[config.mk]
export PLATFORM = sky130hd
export DESIGN_NAME = serial_receiver
export DESIGN_NICKNAME = d
export VERILOG_FILES = /design/src/rtl/sap2_pkg.sv /design/src/rtl/sync_fifo.sv /design/src/rtl/serial_receiver.sv
export SDC_FILE = /design/constraint.sdc
export NUM_CORES = 1
export LEC_CHECK = 0
export CORE_AREA = 4 4 88 90
export DETAILED_ROUTE_END_ITERATION = 8
export DIE_AREA = 0 0 92 94
export GPL_TIMING_DRIVEN = 0
export PLACE_DENSITY = 0.67
export SKIP_CTS_REPAIR_TIMING = 1
export SLEW_MARGIN = 10
export SYNTH_ARGS = -nofsm -noshare
export SYNTH_HDL_FRONTEND = slang
export SYNTH_SLANG_ARGS = --single-unit
[constraint.sdc]
create_clock -name CLK -period 4.24 [get_ports CLK]
set_clock_uncertainty 0.1 [all_clocks]
set_input_delay 0.848 -clock CLK [delete_from_list [all_inputs] [get_ports CLK]]
set_output_delay 0.848 -clock CLK [all_outputs]
set_load 0.01 [all_outputs]
[src/rtl/sap2_pkg.sv]
`default_nettype none
// ============================================================================
// sap2_pkg : shared types and constants for the serial input path
// Revision : 1.0
// ============================================================================
package sap2_pkg;

  typedef enum logic [1:0] {
    IDLE  = 2'd0,
    START = 2'd1,
    DATA  = 2'd2,
    STOP  = 2'd3
  } rx_state_t;

  localparam int   SERIAL_DATA_BITS = 8;
  localparam logic SERIAL_IDLE      = 1'b1;

endpackage
`default_nettype wire

[src/rtl/sync_fifo.sv]
`default_nettype none
// ============================================================================
// sync_fifo : single-clock FIFO with wrap-bit pointers and a registered head
// Revision  : 1.0
// ============================================================================
module sync_fifo #(
  parameter int WIDTH = 8,
  parameter int DEPTH = 4
) (
  input  logic             CLK,
  input  logic             CLR,
  input  logic             push,
  input  logic             pop,
  input  logic [WIDTH-1:0] din,
  output logic [WIDTH-1:0] dout,
  output logic             full,
  output logic             empty
);

  localparam int            AW      = $clog2(DEPTH);
  localparam logic [AW:0]   PTR_ONE = {{AW{1'b0}}, 1'b1};

  logic [WIDTH-1:0] mem [DEPTH];
  logic [AW:0]      wr_ptr, rd_ptr, wr_ptr_n, rd_ptr_n;
  logic             do_push, do_pop;
  logic [WIDTH-1:0] head_n;

  assign empty   = (wr_ptr == rd_ptr);
  assign full    = (wr_ptr[AW-1:0] == rd_ptr[AW-1:0]) && (wr_ptr[AW] != rd_ptr[AW]);
  assign do_pop  = pop && !empty;
  assign do_push = push && (!full || do_pop);

  assign wr_ptr_n = do_push ? wr_ptr + PTR_ONE : wr_ptr;
  assign rd_ptr_n = do_pop  ? rd_ptr + PTR_ONE : rd_ptr;

  // Next head comes straight from din when it lands in the slot about to be read.
  always_comb begin
    head_n = mem[rd_ptr_n[AW-1:0]];
    if (do_push && (rd_ptr_n[AW-1:0] == wr_ptr[AW-1:0]))
      head_n = din;
  end

  always_ff @(posedge CLK) begin
    if (do_push)
      mem[wr_ptr[AW-1:0]] <= din;
  end

  always_ff @(posedge CLK or posedge CLR) begin
    if (CLR) begin
      wr_ptr <= '0;
      rd_ptr <= '0;
      dout   <= '0;
    end else begin
      wr_ptr <= wr_ptr_n;
      rd_ptr <= rd_ptr_n;
      if (wr_ptr_n != rd_ptr_n)
        dout <= head_n;
    end
  end

endmodule
`default_nettype wire

[src/rtl/serial_receiver.sv]
`default_nettype none
// ============================================================================
// serial_receiver : 8N1 oversampling receiver feeding a byte FIFO to input port 2
// Revision        : 1.0
// ============================================================================
module serial_receiver
  import sap2_pkg::*;
#(
  parameter int CLKS_PER_BIT = 16,
  parameter int FIFO_DEPTH   = 4
) (
  input  logic       CLK,
  input  logic       CLR,
  input  logic       serial_in,
  input  logic       rd_ack,
  input  logic       clr_err,
  output logic [7:0] data_out,
  output logic       ready,
  output logic       overrun,
  output logic       frame_err,
  output logic       busy
);

  localparam int             TW        = $clog2(CLKS_PER_BIT);
  localparam logic [TW-1:0]  HALF_LOAD = TW'(CLKS_PER_BIT / 2 - 1);
  localparam logic [TW-1:0]  FULL_LOAD = TW'(CLKS_PER_BIT - 1);
  localparam logic [TW-1:0]  TIMER_ONE = TW'(1);
  localparam logic [2:0]     LAST_BIT  = 3'(SERIAL_DATA_BITS - 1);

  rx_state_t                     state, state_n;
  logic                          rx_meta, rx_s, rx_d;
  logic [TW-1:0]                 timer;
  logic [2:0]                    bit_idx;
  logic [SERIAL_DATA_BITS-1:0]   shreg;
  logic                          tick, push, frame_evt, sample, ovr_evt;
  logic                          fifo_full, fifo_empty;

  // rx_d lets IDLE require a high-to-low transition, so a low stop bit is never re-read as a start.
  always_ff @(posedge CLK or posedge CLR) begin
    if (CLR) begin
      rx_meta <= SERIAL_IDLE;
      rx_s    <= SERIAL_IDLE;
      rx_d    <= SERIAL_IDLE;
    end else begin
      rx_meta <= serial_in;
      rx_s    <= rx_meta;
      rx_d    <= rx_s;
    end
  end

  assign tick = (timer == '0);

  always_ff @(posedge CLK or posedge CLR) begin
    if (CLR) state <= IDLE;
    else     state <= state_n;
  end

  always_comb begin
    state_n = state;
    case (state)
      IDLE:    if (!rx_s && rx_d) state_n = START;
      START:   if (tick) state_n = rx_s ? IDLE : DATA;
      DATA:    if (tick && (bit_idx == LAST_BIT)) state_n = STOP;
      STOP:    if (tick) state_n = IDLE;
      default: state_n = IDLE;
    endcase
  end

  always_comb begin
    busy      = (state != IDLE);
    sample    = (state == DATA) && tick;
    push      = (state == STOP) && tick && rx_s;
    frame_evt = (state == STOP) && tick && !rx_s;
  end

  always_ff @(posedge CLK or posedge CLR) begin
    if (CLR) begin
      timer   <= '0;
      bit_idx <= '0;
      shreg   <= '0;
    end else begin
      if (state == IDLE)
        timer <= (state_n == START) ? HALF_LOAD : '0;
      else if (tick)
        timer <= FULL_LOAD;
      else
        timer <= timer - TIMER_ONE;

      if (state == START)
        bit_idx <= '0;
      else if (sample)
        bit_idx <= bit_idx + 3'd1;

      if (sample)
        shreg <= {rx_s, shreg[SERIAL_DATA_BITS-1:1]};
    end
  end

  assign ovr_evt = push && fifo_full && !rd_ack;

  // Error events take priority over a coincident clear.
  always_ff @(posedge CLK or posedge CLR) begin
    if (CLR) begin
      overrun   <= 1'b0;
      frame_err <= 1'b0;
    end else begin
      if (ovr_evt)      overrun <= 1'b1;
      else if (clr_err) overrun <= 1'b0;

      if (frame_evt)    frame_err <= 1'b1;
      else if (clr_err) frame_err <= 1'b0;
    end
  end

  sync_fifo #(
    .WIDTH (SERIAL_DATA_BITS),
    .DEPTH (FIFO_DEPTH)
  ) u_fifo (
    .CLK   (CLK),
    .CLR   (CLR),
    .push  (push),
    .pop   (rd_ack),
    .din   (shreg),
    .dout  (data_out),
    .full  (fifo_full),
    .empty (fifo_empty)
  );

  assign ready = !fifo_empty;

endmodule
`default_nettype wire

==> impl_metrics.py, run 1 <==
metrics = {
    "outcome": {
        "outcome": "completed",
    },
    "worst_setup_path": {
        "r2r-start": "u_fifo.rd_ptr[0]$_DFF_PP0_",
        "r2r_end": "u_fifo.dout[6]$_DFFE_PP0P_",
        "cp_max_fo": 10,
        "crit_path_frequent_cell": "mux2_2",
        "crit_chain": "ha_1, clkbuf_1, mux2i_1, xnor2_1, nand2_1, a221oi_2, mux2_2, mux2_2",
        "critPathLaunchType": "flip-flop",
        "worstSetupPathType": "reg -> reg",
        "cp.arrival_ps": 3320,
        "r2r_slack_ps": 1050,
        "critical-path-slowest-cell": "a221oi_2",
        "slowest_delay_ps": 770,
        "ff2ff_path_depth": 8,
        "cp.required_ps": 4360,
        "cp-end-kind": "flip-flop",
        "path_depth": 8,
        "cp_num_buf_inv": 1,
        "crit_family": "multiplexers",
    },
    "sta": {
        "hold_viol": 0,
        "finalMaxSlewViolations": 0,
        "fin_hold_ws_ps": 257.8,
        "rsz0062_at_grt": "no",
        "post-route-min-period_ps": 3192,
        "worst_slack_ps": 1048,
        "fmax_ghz": 0.3133,
        "worstMarginPinSlew_ps": 933.6,
        "setup_viol": 0,
        "relSlewSlack": 0.3776,
        "tns_ps": 0,
        "fin_crit_sh": 0.7528,
    },
    "yosys": {
        "post-synth-top-area-fraction": 0.2827,
        "syn_area_per_cell_sq_um": 12.93,
        "yosysTopAreaCell": "edfxtp_1",
        "synthesis.nets": 276,
        "async_flop_share": 0.5294,
        "ys_seq_area_frac": 0.5488,
        "yosysWarnings": 0,
        "synth.cell_area_sq_um": 3400,
        "ys_top_cells_by_area": "edfxtp_1, dfrtp_1, mux2_2",
        "yosysMostFrequentCell": "mux2_2",
        "synth_cell_types": 51,
        "synthFlopType": "dfrtp_1",
        "synth_edf_count": 32,
        "ys_ff_latch": 68,
        "synth_cells": 263,
        "synth_common_cells": "mux2_2, dfrtp_1, edfxtp_1",
    },
    "clock_network": {
        "cts_max_level": 3,
        "cts.root.buffer_cell": "clkbuf_8",
        "clk_pin_slew_worst_paths_ps": 80,
        "numCtsBuffers": 9,
        "cts_sinks": 68,
        "clk_latency_ps": 340,
        "tritoncts": "done",
        "clock_path_buffers": 2,
    },
    "power_and_ir_drop": {
        "p_sw_mw": 0.9648,
        "p_sw_frac": 0.3774,
        "clkPwrFrac": 0.175,
        "powerDensity_nw_per_um2": 666.6,
        "internal_power_mw": 1.592,
        "p_leak_nw": 1.517,
        "pwr-share-comb": 0.473,
        "fin_total_pwr_mw": 2.556,
        "seqPwrFrac": 0.352,
        "ir_drop_uv": 315.5,
    },
    "detailed_routing": {
        "drtIter0Drc": 135,
        "ant_nets": 0,
        "viasPerCell": 5.527,
        "wl_per_cell_um": 16.76,
        "drt-total-wl_um": 6587,
        "dr.pass1.iters": 5,
        "dr_total_vias": 2172,
        "drc": 0,
    },
    "hold_path": {
        "holdPathEnd": "rx_s$_DFF_PP1_",
        "hold_class": "reg -> reg",
        "hold_start": "rx_meta$_DFF_PP1_",
        "hold_path_depth": 0,
    },
    "placed_design": {
        "gp_congestion": 0.7677,
        "hpwlAfterDp_um": 4299,
        "numPortBuffers": 15,
        "placed_area_sq_um": 3674,
        "post-place-ws_ps": 939.5,
        "dpl.cell_count": 377,
    },
    "grt": {
        "track_usage": 0.1624,
        "grt_max_degree": 37,
        "antenna_found_initial": 0,
        "grt-ovfl-total": 0,
        "grt_pass1_wl_um": 10710,
        "grt_pass1_vias": 2140,
    },
    "die": {
        "die_y_um": 94,
        "dieArea_sq_um": 8648,
        "die_w_um": 92,
        "io_pins": 17,
        "row_count": 31,
        "initial_core_util": 0.4816,
        "core-area_sq_um": 7059,
    },
    "final_layout": {
        "diodes": 0,
        "drive_gt1_frac": 0.2177,
        "design_area_sq_um": 3835,
        "final_core_util": 0.5432,
        "layout.cells.non_filler": 393,
        "syn_to_final_growth_pct": 12.81,
        "nNetsFinal": 302,
        "n_fill_cell": 616,
    },
    "run": {
        "maxCapViolCount": 0,
    },
}
## area by class of cell
class / instances / area [sq um] / share of cell area
Multi-Input combinational cell: 173 / 1438 / 0.3749
Buffer: 13 / 62.56 / 0.01631
Sequential cell: 68 / 1866 / 0.4865
Clock buffer: 12 / 135.1 / 0.03524
Tap cell: 99 / 123.9 / 0.03230
Inverter: 9 / 33.78 / 0.008809
Timing Repair Buffer: 15 / 150.1 / 0.03915
Clock inverter: 4 / 26.28 / 0.006852
## worst max-delay path by stage
stage / from / end / slack [ps]
6_report: u_fifo.rd_ptr[0]$_DFF_PP0_ / u_fifo.dout[6]$_DFFE_PP0P_ / 1050
3_5_place_dp: rd_ack / u_fifo.dout[6]$_DFFE_PP0P_ / 940
3_3_place_gp: rd_ack / u_fifo.dout[2]$_DFFE_PP0P_ / 970
4_1_cts: u_fifo.rd_ptr[0]$_DFF_PP0_ / u_fifo.dout[6]$_DFFE_PP0P_ / 1020
2_1_floorplan: rd_ack / u_fifo.dout[0]$_DFFE_PP0P_ / 1350
5_1_grt: timer[0]$_DFF_PP0_ / u_fifo.dout[4]$_DFFE_PP0P_ / 920
## state kept, by name, summed over array words and instances, names as in the netlist
name and flops:
u_fifo.wr_ptr 3, rx_s 1, rx_d 1, bit_idx 3
u_fifo.rd_ptr 3, shreg 8, timer 4, overrun 1
u_fifo.dout 8, state 2, frame_err 1, rx_meta 1
u_fifo.mem 32
## power by group through the flow
stage | combinational [mW] | clock, mW | sequential [mW]
floorplan | 0.871 | 0 | 0.913
global placement | 1.19 | 0 | 0.910
detailed placement | 1.20 | 0 | 0.913
CTS | 1.21 | 0.454 | 0.901
global route | 1.32 | 0.484 | 0.920
finish | 1.21 | 0.447 | 0.901
## metal layers
metal / track usage / up-vias / wire [um]
met4: 0.06064 / 0 / 111
met3: 0.03285 / 10 / 400
met5: 0 / - / 0
li1: - / 1048 / -
met1: 0.2194 / 1050 / 3050
met2: 0.2597 / 64 / 3023
## cells by family after synthesis
logic type	after synthesis	synth area share
AO/OA/AOI/OAI	47	0.1012
AND/OR/NAND/NOR	61	0.09348
adder cells (fa/ha/maj)	8	0.02945
XOR/XNOR	11	0.03386
multiplexers	46	0.1649
buffers and inverters	22	0.02834
flip-flops	68	0.5488
## placed cells by master (no fill, tap or decap), types with 2 or more instances in the layout
cell type	count
dfstp_2	3
and2_1	5
nor3b_1	2
o21a_1	2
nand3_1	9
edfxtp_1	32
nor2_1	3
mux2_2	34
clkbuf_1	11
mux4_2	2
ha_1	8
o22ai_1	6
inv_1	8
clkbuf_8	9
and3_1	2
nor4_1	2
or3_1	2
o31a_1	2
a31oi_1	4
clkdlybuf4s50_1	15
xnor2_1	8
a21oi_1	11
a221o_1	6
nand2_1	21
nand4_1	2
nor3_1	5
o21ai_0	5
nor2b_1	3
dfrtp_1	33
xor2_1	2
clkinv_2	2
mux4_1	2
mux2i_1	8
buf_2	2
Note: power is estimated with default switching activity, not from simulation.
==> run 2, diff against run 1 <==
Clock period 4.24 ns to 3.25 ns, I/O delays scaled along.
==> impl_metrics.py, run 2 (synthesis gave the netlist of run 1 again) <==
metrics = {
    "outcome": {
        "outcome": "completed",
    },
    "die": {
        "dieArea_sq_um": 8648,
        "die_y_um": 94,
        "io_pins": 17,
        "row_count": 31,
        "initial_core_util": 0.4816,
        "core-area_sq_um": 7059,
        "die_w_um": 92,
    },
    "sta": {
        "tns_ps": 0,
        "post-route-min-period_ps": 3030,
        "finalMaxSlewViolations": 0,
        "relSlewSlack": 0.4226,
        "worstMarginPinSlew_ps": 863.0,
        "fmax_ghz": 0.3300,
        "hold_viol": 0,
        "fin_crit_sh": 0.9324,
        "worst_slack_ps": 219.6,
        "setup_viol": 0,
        "rsz0062_at_grt": "no",
    },
    "detailed_routing": {
        "drtIter0Drc": 147,
        "dr_total_vias": 2145,
        "drt-total-wl_um": 6562,
        "dr.pass1.iters": 4,
        "ant_nets": 0,
        "wl_per_cell_um": 16.70,
        "drc": 0,
        "viasPerCell": 5.458,
    },
    "placed_design": {
        "numPortBuffers": 15,
        "gp_congestion": 0.7677,
        "hpwlAfterDp_um": 4299,
        "dpl.cell_count": 377,
        "post-place-ws_ps": 57.61,
    },
    "final_layout": {
        "largest_reg_flops": 32,
        "layout.cells.most_common": "mux2_2",
        "mostFrequentLayoutCells": "mux2_2, dfrtp_1, edfxtp_1",
        "layout.cells.non_filler": 393,
        "n_fill_cell": 611,
        "drive_gt1_frac": 0.2177,
        "diodes": 0,
        "syn_to_final_growth_pct": 13.32,
        "nNetsFinal": 302,
    },
    "grt": {
        "antenna_found_initial": 0,
        "grt_max_degree": 37,
        "grt_pass1_wl_um": 10710,
        "track_usage": 0.1624,
        "grt_pass1_vias": 2140,
        "grt-ovfl-total": 0,
    },
    "clock_network": {
        "cts.root.buffer_cell": "clkbuf_8",
        "tritoncts": "done",
        "clk_latency_ps": 340,
        "numCtsBuffers": 9,
        "cts_sinks": 68,
        "clk_pin_slew_worst_paths_ps": 80,
        "cts_max_level": 3,
        "clock_path_buffers": 2,
    },
    "worst_setup_path": {
        "crit_chain": "buf_4, xor2_1, o31ai_2, mux2_2, xnor2_1, o211ai_2, mux2_2",
        "critPathLaunchType": "flip-flop",
        "cp.arrival_ps": 3150,
        "cp_max_fo": 10,
        "cp-end-kind": "flip-flop",
        "slowest_delay_ps": 690,
        "critical-path-slowest-cell": "o31ai_2",
        "crit_path_frequent_cell": "mux2_2",
        "cp.required_ps": 3370,
        "worstSetupPathType": "reg -> reg",
    },
    "run": {
        "maxCapViolCount": 0,
    },
    "hold_path": {
        "hold_class": "reg -> reg",
    },
    "power_and_ir_drop": {
        "ir_drop_uv": 408.9,
        "powerDensity_nw_per_um2": 868.6,
        "p_leak_nw": 1.522,
    },
}
-- run 2: final timing paths --
kind	slack [ps]	cells past startpoint	endpoint	startpoint
min in group asynchronous	670	2	bit_idx[2]$_DFFE_PP0P_	CLR
setup reg to reg	220	7	u_fifo.dout[4]$_DFFE_PP0P_	u_fifo.rd_ptr[1]$_DFF_PP0_
hold / removal	260	0	rx_s$_DFF_PP1_	rx_meta$_DFF_PP1_
hold reg to reg	260	0	rx_s$_DFF_PP1_	rx_meta$_DFF_PP1_
max in group asynchronous	1860	2	u_fifo.dout[5]$_DFFE_PP0P_	CLR
setup / recovery	220	7	u_fifo.dout[4]$_DFFE_PP0P_	u_fifo.rd_ptr[1]$_DFF_PP0_
-- run 2: where the power goes --
part	switching (mW)	internal (mW)	total [mW]
Clock	0.306	0.276	0.583
Sequential	0.128	1.05	1.18
Combinational	0.830	0.755	1.58
Total	1.26	2.08	3.35
-- run 2: cell type report --
type                    instances  area, sq um  area share
repair buffers                 15        150.1     0.03897
plain buffers                  13        62.56     0.01624
flip-flops and latches         68         1866      0.4842
multi-input cells             173         1455      0.3777
well taps                      99        123.9     0.03215
clock inverters                 4        26.28    0.006820
clock buffers                  12        135.1     0.03508
inverters                       9        33.78    0.008769
-- run 2: stage by stage --
stage / total power [mW] / utilization / instance area, sq um / hold slack (ps)
global route: 3.574 / 0.5457 / 3852 / 267.1
global placement: 2.738 / 0.5204 / 3674 / 246.0
floorplan: 2.327 / - / 3400 / 245.2
finish: 3.346 / 0.5457 / 3852 / 257.8
CTS: 3.348 / 0.5432 / 3835 / 258.3
detailed placement: 2.760 / 0.5204 / 3674 / 247.3
-- run 2: routing by layer --
layer  wire length [um]  share of wire  GRT usage
met3                363          0.055    0.03285
met1               3049           0.46     0.2194
met4                108          0.016    0.06064
met2               3040           0.46     0.2597
met5                  0              0          0
-- run 2: worst max-delay path: cells and delay by family (launching register included) --
kind	cells	cell delay (ps)
AO/OA/AOI/OAI	2	990
XOR/XNOR	2	420
buffers and inverters	1	200
flip-flops	1	380
multiplexers	2	810
==> run 3, diff against run 2 <==
Settings changed: REMOVE_ABC_BUFFERS from default to 1.
==> impl_metrics.py, run 3 (synthesis gave the netlist of run 1 again) <==
metrics = {
    "outcome": {
        "outcome": "completed",
    },
    "final_layout": {
        "layout.cells.most_common": "mux2_2",
        "nNetsFinal": 293,
        "syn_to_final_growth_pct": 14.39,
        "mostFrequentLayoutCells": "mux2_2, edfxtp_1, dfrtp_1",
        "seqCellArea_sq_um": 1871,
        "layout.cells.non_filler": 384,
        "diodes": 0,
        "n_fill_cell": 621,
        "design_area_sq_um": 3889,
        "drive_gt1_frac": 0.2421,
        "largest_reg_flops": 32,
        "multi_input_area_sq_um": 1474,
    },
    "detailed_routing": {
        "dr_wl_met3_um": 202,
        "dr_total_vias": 2107,
        "wl_per_cell_um": 16.42,
        "wl_met2_um": 3040,
        "drc": 0,
        "dr.pass1.iters": 4,
        "met1_length_um": 2980,
        "ant_nets": 0,
        "viasPerCell": 5.487,
        "drtIter0Drc": 113,
        "top_layer": "met4",
        "drt-total-wl_um": 6306,
    },
    "worst_setup_path": {
        "slowest_delay_ps": 650,
        "cp_max_fo": 34,
        "cp-end-kind": "flip-flop",
        "cp.required_ps": 3380,
        "critical-path-slowest-cell": "dfrtp_4",
        "critPathLaunchType": "flip-flop",
        "worstSetupPathType": "reg -> reg",
        "crit_path_frequent_cell": "mux2_2",
        "crit_chain": "ha_2, mux2i_1, xnor2_1, nand2_1, a221oi_4, mux2_2, mux2_2",
        "cp.arrival_ps": 3250,
    },
    "grt": {
        "grt-ovfl-total": 0,
        "grt_pass1_wl_um": 10290,
        "track_usage": 0.1572,
        "antenna_found_initial": 0,
        "grt_max_degree": 35,
        "grt_pass1_vias": 2066,
    },
    "die": {
        "core-area_sq_um": 7059,
        "io_pins": 17,
        "die_y_um": 94,
        "die_w_um": 92,
        "initial_core_util": 0.4816,
        "row_count": 31,
        "dieArea_sq_um": 8648,
    },
    "power_and_ir_drop": {
        "powerDensity_nw_per_um2": 879.9,
        "ir_drop_uv": 386.8,
        "p_leak_nw": 1.529,
    },
    "clock_network": {
        "clk_pin_slew_worst_paths_ps": 80,
        "numCtsBuffers": 9,
        "cts.root.buffer_cell": "clkbuf_8",
        "cts_sinks": 68,
        "clk_latency_ps": 340,
        "tritoncts": "done",
        "cts_max_level": 3,
        "clock_path_buffers": 2,
    },
    "sta": {
        "worst_slack_ps": 128.8,
        "fin_crit_sh": 0.9604,
        "worstMarginPinSlew_ps": 800.9,
        "relSlewSlack": 0.4641,
        "rsz0062_at_grt": "no",
        "setup_viol": 0,
        "finalMaxSlewViolations": 0,
        "fin_hold_ws_ps": 256.4,
        "hold_viol": 0,
        "fmax_ghz": 0.3204,
        "post-route-min-period_ps": 3121,
    },
    "placed_design": {
        "dpl.cell_count": 366,
        "placed_area_sq_um": 3641,
        "hpwlAfterDp_um": 4034,
        "post-place-ws_ps": -964.3,
        "numPortBuffers": 16,
        "gp_congestion": 0.7943,
    },
    "hold_path": {
        "hold_class": "reg -> reg",
    },
    "run": {
        "maxCapViolCount": 0,
    },
}
-- run 3: critical path: cells and delay by family, from the launching register on --
kind	cells	cell delay (ps)
simple gates	1	110
flops	1	650
mux	3	800
xor+xnor	1	160
fa+ha+maj	1	550
compound gates	1	610
-- run 3: stage by stage --
stage / TNS [ps] / util / power (mW)
global placement: -6990 / 0.5129 / 2.653
global route: 0 / 0.5509 / 3.636
finish: 0 / 0.5509 / 3.422
detailed placement: -7754 / 0.5158 / 2.691
floorplan: -787.4 / - / 2.267
CTS: -8338 / 0.5429 / 3.378
-- run 3: power breakdown --
group | switching (mW) | internal, mW | total (mW)
registers | 0.271 | 1.05 | 1.33
logic | 0.681 | 0.736 | 1.42
clock network | 0.325 | 0.354 | 0.679
-- run 3: layout make-up --
type,instances,area share
flip-flops and latches,68,0.4810
multi-input cells,173,0.3790
repair buffers,19,0.05019
clock buffers,10,0.03282
well taps,99,0.03185
clock inverters,6,0.01641
inverters,9,0.008687
-- run 3: path summary, 6_finish.rpt --
kind | startpoint | endpoint | slack (ps) | cells after the start
worst max-delay path | u_fifo.rd_ptr[0]$_DFF_PP0_ | u_fifo.dout[3]$_DFFE_PP0P_ | 130 | 7
worst min-delay path | rx_meta$_DFF_PP1_ | rx_s$_DFF_PP1_ | 260 | 0
worst max register to register | u_fifo.rd_ptr[0]$_DFF_PP0_ | u_fifo.dout[3]$_DFFE_PP0P_ | 130 | 7
worst min register to register | rx_meta$_DFF_PP1_ | rx_s$_DFF_PP1_ | 260 | 0
max in group asynchronous | CLR | rx_s$_DFF_PP1_ | 2150 | 3
min in group asynchronous | CLR | shreg[4]$_DFFE_PP0P_ | 420 | 2
-- run 3: per-layer routing --
layer | global-route usage | up-vias
met5 | 0 | -
met2 | 0.2567 | 29
met1 | 0.2007 | 1038
li1 | - | 1033
met3 | 0.04006 | 7
met4 | 0.06312 | 0
